==> src/rtl/control_unit_state.sv <==
// control_unit_state: next-state sequencer for the multi-cycle MIPS core.
// Holds the 4-bit control state, advances it from the opcode and the memory
// ready handshake, flags unsupported opcodes and counts retired instructions.
module control_unit_state #(
    parameter int CNT_W = 32
) (
    input  logic             clk,
    input  logic             rst,
    input  logic             run,
    input  logic [5:0]       opcode,
    input  logic             mem_ready,
    output logic [3:0]       curState,
    output logic             illegal,
    output logic             retire,
    output logic [CNT_W-1:0] retire_cnt
);

    // Encoding is shared with the control-signal decoder, so values are fixed.
    typedef enum logic [3:0] {
        IDLE            = 4'b0000,
        FETCH           = 4'b0001,
        DECODE          = 4'b0010,
        MEM_ADDRESS     = 4'b0011,
        MEM_READ        = 4'b0100,
        MEM_WRITE_BACK  = 4'b0101,
        MEM_WRITE       = 4'b0110,
        EXECUTE         = 4'b0111,
        ALU_WRITE_BACK  = 4'b1000,
        BRANCH          = 4'b1001,
        ADDI_EXECUTE    = 4'b1010,
        ADDI_WRITE_BACK = 4'b1011,
        JUMP            = 4'b1100,
        SUSPEND         = 4'b1101
    } stateT;

    localparam logic [5:0] OP_RTYPE = 6'b000000;
    localparam logic [5:0] OP_LW    = 6'b100011;
    localparam logic [5:0] OP_SW    = 6'b101011;
    localparam logic [5:0] OP_BEQ   = 6'b000100;
    localparam logic [5:0] OP_ADDI  = 6'b001000;
    localparam logic [5:0] OP_J     = 6'b000010;

    stateT            state_q, state_d;
    logic             illegal_q, illegal_d;
    logic             retire_q, retire_d;
    logic [CNT_W-1:0] retireCnt_q, retireCnt_d;
    logic             finish;

    // Next-state logic; a terminal state raises finish, which retires the
    // instruction and decides between the next fetch and parking in idle.
    always_comb begin
        state_d     = state_q;
        illegal_d   = illegal_q;
        finish      = 1'b0;
        case (state_q)
            IDLE: begin
                if (run && !illegal_q) begin
                    state_d = FETCH;
                end
            end
            FETCH: begin
                state_d = mem_ready ? DECODE : SUSPEND;
            end
            SUSPEND: begin
                if (mem_ready) begin
                    state_d = DECODE;
                end
            end
            DECODE: begin
                case (opcode)
                    OP_RTYPE:     state_d = EXECUTE;
                    OP_LW, OP_SW: state_d = MEM_ADDRESS;
                    OP_BEQ:       state_d = BRANCH;
                    OP_ADDI:      state_d = ADDI_EXECUTE;
                    OP_J:         state_d = JUMP;
                    default: begin
                        state_d   = IDLE;
                        illegal_d = 1'b1;
                    end
                endcase
            end
            MEM_ADDRESS: begin
                state_d = (opcode == OP_LW) ? MEM_READ : MEM_WRITE;
            end
            MEM_READ: begin
                if (mem_ready) begin
                    state_d = MEM_WRITE_BACK;
                end
            end
            MEM_WRITE: begin
                if (mem_ready) begin
                    finish = 1'b1;
                end
            end
            EXECUTE:      state_d = ALU_WRITE_BACK;
            ADDI_EXECUTE: state_d = ADDI_WRITE_BACK;
            MEM_WRITE_BACK, ALU_WRITE_BACK, BRANCH, ADDI_WRITE_BACK, JUMP: begin
                finish = 1'b1;
            end
            default: begin
                state_d = IDLE;
            end
        endcase
        if (finish) begin
            state_d = run ? FETCH : IDLE;
        end
        retire_d    = finish;
        retireCnt_d = retireCnt_q + {{(CNT_W-1){1'b0}}, finish};
    end

    // State, sticky illegal flag, retire pulse and counter; reset wins always.
    always_ff @(posedge clk) begin
        if (rst) begin
            state_q     <= IDLE;
            illegal_q   <= 1'b0;
            retire_q    <= 1'b0;
            retireCnt_q <= '0;
        end else begin
            state_q     <= state_d;
            illegal_q   <= illegal_d;
            retire_q    <= retire_d;
            retireCnt_q <= retireCnt_d;
        end
    end

    assign curState   = state_q;
    assign illegal    = illegal_q;
    assign retire     = retire_q;
    assign retire_cnt = retireCnt_q;

endmodule

==> config.mk <==
export PLATFORM = sky130hd
export DESIGN_NAME = control_unit_state
export DESIGN_NICKNAME = d
export VERILOG_FILES = /design/src/rtl/control_unit_state.sv
export SDC_FILE = /design/constraint.sdc
export NUM_CORES = 1
export LEC_CHECK = 0
export BUFFER_PORTS_ARGS = -buffer_cell sky130_fd_sc_hd__clkbuf_2
export CORE_AREA = 2 2 65 61
export CTS_BUF_LIST = sky130_fd_sc_hd__clkbuf_8
export CTS_CLUSTER_DIAMETER = 50
export CTS_CLUSTER_SIZE = 14
export DETAILED_ROUTE_END_ITERATION = 16
export DIE_AREA = 0 0 67 63
export GPL_TIMING_DRIVEN = 0
export PLACE_DENSITY = 0.84
export SYNTH_ARGS = -nofsm -noshare
export SYNTH_HDL_FRONTEND = slang
export SYNTH_SLANG_ARGS = --single-unit
==> constraint.sdc <==
create_clock -name clk -period 4.55 [get_ports clk]
set_input_delay 0.91 -clock clk [delete_from_list [all_inputs] [get_ports clk]]
set_output_delay 0.91 -clock clk [all_outputs]
set_load 0.01 [all_outputs]
==> run summary <==
Pwr Density: 285 nW/um^2
Leak: 0.000934 uW
Final non-filler cell area: 2390 sq um
Via count: 1,997
Port Buffers: 47
Clk slew on worst S/H paths: 0.07 ns
Hold Fails Final Rpt: 0
Number of synthesized flops with an enable pin: 0
Worst clock skew: 0.00343 ns
Max frequency: 352 MHz
RSZ-0062 raised after global routing: false
Maximum VDD drop: 0.206 mV
Crit-path cells: buf_1, mux2i_1, nand2_1, nand2_1, ha_1, ha_1, and3_1, buf_4, nand4_4, or4_1, a21oi_1
WL final: 4640 um
Root Driver: clkbuf_8
Num rows: 21
Initial antenna violation count: 0
Die X: 67 um
Largest net degree at the start of global routing: 11
Largest stage delay, worst path: 0.52 ns
Hold Path Sink: retire_cnt[26]$_SDFF_PP0_
WP data required: 4.78 ns
Fraction of layout cells with a size suffix above 1: 23.1%
Worst path top cell family by delay: simple AND/OR/NAND/NOR gates
1st-iter DRT viols: 100
Residual DRC count: 0
Ys flop type: dfxtp_1
FF-to-FF Start: curState[0]$_SDFFE_PP0P_
Core area: 3570 sq um
Outcome: completed
Buffers and inverters on the worst path: 2
Hold crit path type: reg -> reg
Hold path start: retire_cnt[26]$_SDFF_PP0_
Wirelength per Cell: 13.8 um
Final Core Density: 66.8%
Number of setup violations in the final report: 0
Final setup TNS: 0 ns
Kind of critical path: reg -> reg
I/O pin total: 48
Final net count: 303
Crit-path max FO: 10
CP Launch Type: flop
WHS: 0.485 ns
1st-pass router iterations: 4
Worst r2r path cells: 11
Postcts setup bufs: 0
Total CTS buffers: 5
MaxCap Viol Count: 0
Fraction of registers with async set or reset after synthesis: 0%
Final min period: 2.84 ns
Synthesis Warnings: 0
Final HPWL DP: 3290 um
Slew headroom: 67.2%
Final period util: 62.5%
Slew Limit Fails: 0
Syn Nets: 249
Distinct cell type count after synthesis: 50
Synth Register Bits: 38
Initial core utilization: 56.3%
R2R Path End: retire_cnt[30]$_SDFF_PP0_
Worst-skew pair later-pin latency: 0.30 ns
Hold Buf Count CTS: 0
ANT cells: 0
CTS tree: done
Gr ovfl total: 0
Worst Path Arrival: 3.07 ns
Mapped Area: 2010 sq um
PostCTS Resize Cnt: 0
DR vias/cell: 5.94
R2r setup slk: 1.71 ns
Worst slew pin tran: 0.491 ns
Post-route ant nets: 0
Die ar.: 4220 sq um
Buffer depth of the longest clock path: 2
Area Growth Syn to Fin: 18.7%
CTS sink cnt: 38
DIE HEIGHT: 63 um
Gr usage total: 24.1%
Crit. End Element: flop
Worst hold stages: 2
CP max-delay cell: or4_1
Synth Area per Inst: 8.49 sq um
Seq/Total Area, Yosys: 37.8%
Post-Synthesis Cells: 237
Vias in the first global route: 1,784
Max H-tree Level: 2
Placed cell areas: 2300 sq um
Setup crit start: curState[0]$_SDFFE_PP0P_
First-pass GRT wire length: 7960 um
Placer Congestion: 0.900
-- area by class of cell --
| class | instances | area, sq um |
|---|---|---|
| inverter | 2 | 7.51 |
| clock buffer | 6 | 82.6 |
| multi-input combinational | 184 | 1180 |
| timing repair buffer | 47 | 235 |
| sequential | 38 | 761 |
| tap | 46 | 57.6 |
| buffer | 13 | 67.6 |
| fill | 329 | 1190 |
-- cell usage in the layout (no fill, tap or decap), types with 2 or more instances in the layout --
cell type / instances
nand2_1: 16
o21bai_1: 2
o31ai_1: 11
a211o_1: 2
a21oi_1: 23
nor2b_1: 5
nand4_1: 7
nand3_1: 9
clkbuf_1: 4
and4_1: 2
ha_1: 2
and3_1: 7
buf_2: 3
nor3_1: 2
inv_1: 2
dfxtp_1: 38
clkbuf_2: 47
xnor2_1: 4
o21ai_0: 16
nand2b_1: 3
nor2_1: 17
or4_1: 10
clkbuf_8: 6
or2_2: 2
nand4_4: 2
buf_1: 3
or3_1: 10
buf_4: 2
xor2_1: 10
-- state kept, by name (all words and copies together), names as in the netlist --
name	flops
curState	4
illegal	1
retire	1
retire_cnt	32
-- per-layer routing --
layer / track usage (%) / vias to the layer above / routed length (um)
li1: - / 997 / -
met1: 32.5 / 936 / 2190
met2: 36.4 / 56 / 2140
met3: 4.32 / 8 / 223
met4: 12.0 / 0 / 93
met5: 0 / - / 0
-- Yosys cell counts, drive strengths merged, types with 3 or more instances --
master / count / area share (%)
a21oi: 23 / 5.7
and3: 8 / 2.5
and4: 3 / 1.4
buf: 9 / 2.6
clkbuf: 4 / 0.75
dfxtp: 38 / 38
nand2: 16 / 3.0
nand2b: 3 / 0.93
nand3: 9 / 2.2
nand4: 9 / 4.3
nor2: 17 / 3.2
nor2b: 5 / 1.6
o21ai: 16 / 4.0
o31ai: 11 / 4.1
or3: 10 / 3.1
or4: 10 / 3.7
xnor2: 4 / 1.7
xor2: 10 / 4.4
-- report_power, final --
group / switching [uW] / leakage, uW / internal [uW]
combinational: 58.0 / 0.000584 / 40.3
sequential: 11.0 / 0.000307 / 341
clock: 113 / 0.0000431 / 117
-- worst reg2reg max path: cells and delay by family (launching register included) --
family          cells  cell delay, ns
compound gates      1            0.16
fa+ha+maj           2            0.36
flops               1            0.42
mux                 1            0.24
simple gates        5            1.06
buf+inv             2            0.55
-- worst max path at each step --
stage / endpoint / slack [ns] / depth (start not counted)
after floorplan: retire_cnt[28]$_SDFF_PP0_ / 1.90 / 10
after global placement: retire_cnt[14]$_SDFF_PP0_ / 1.54 / 12
final: retire_cnt[30]$_SDFF_PP0_ / 1.71 / 11
after detailed placement: retire_cnt[30]$_SDFF_PP0_ / 1.51 / 11
after global routing: retire_cnt[18]$_SDFF_PP0_ / 1.49 / 12
after CTS: retire_cnt[30]$_SDFF_PP0_ / 1.72 / 11
-- logic make-up (layout without fill, tap and decap cells) --
logic type | count (synthesis) | after routing | synth area share [%]
simple gates | 100 | 100 | 29.5
compound gates | 67 | 67 | 21.1
flops | 38 | 38 | 37.8
buf+inv | 15 | 68 | 3.73
xor+xnor | 14 | 14 | 6.09
fa+ha+maj | 2 | 2 | 1.24
mux | 1 | 1 | 0.498
-- through the flow --
step	std cells	power (uW)	setup WS (ns)
detailed placement	330	456	1.51
CTS	336	684	1.72
floorplan	237	424	1.90
finish	336	680	1.71
global route	336	715	1.49
global placement	330	453	1.54
Power figures use the tool's default switching activity.
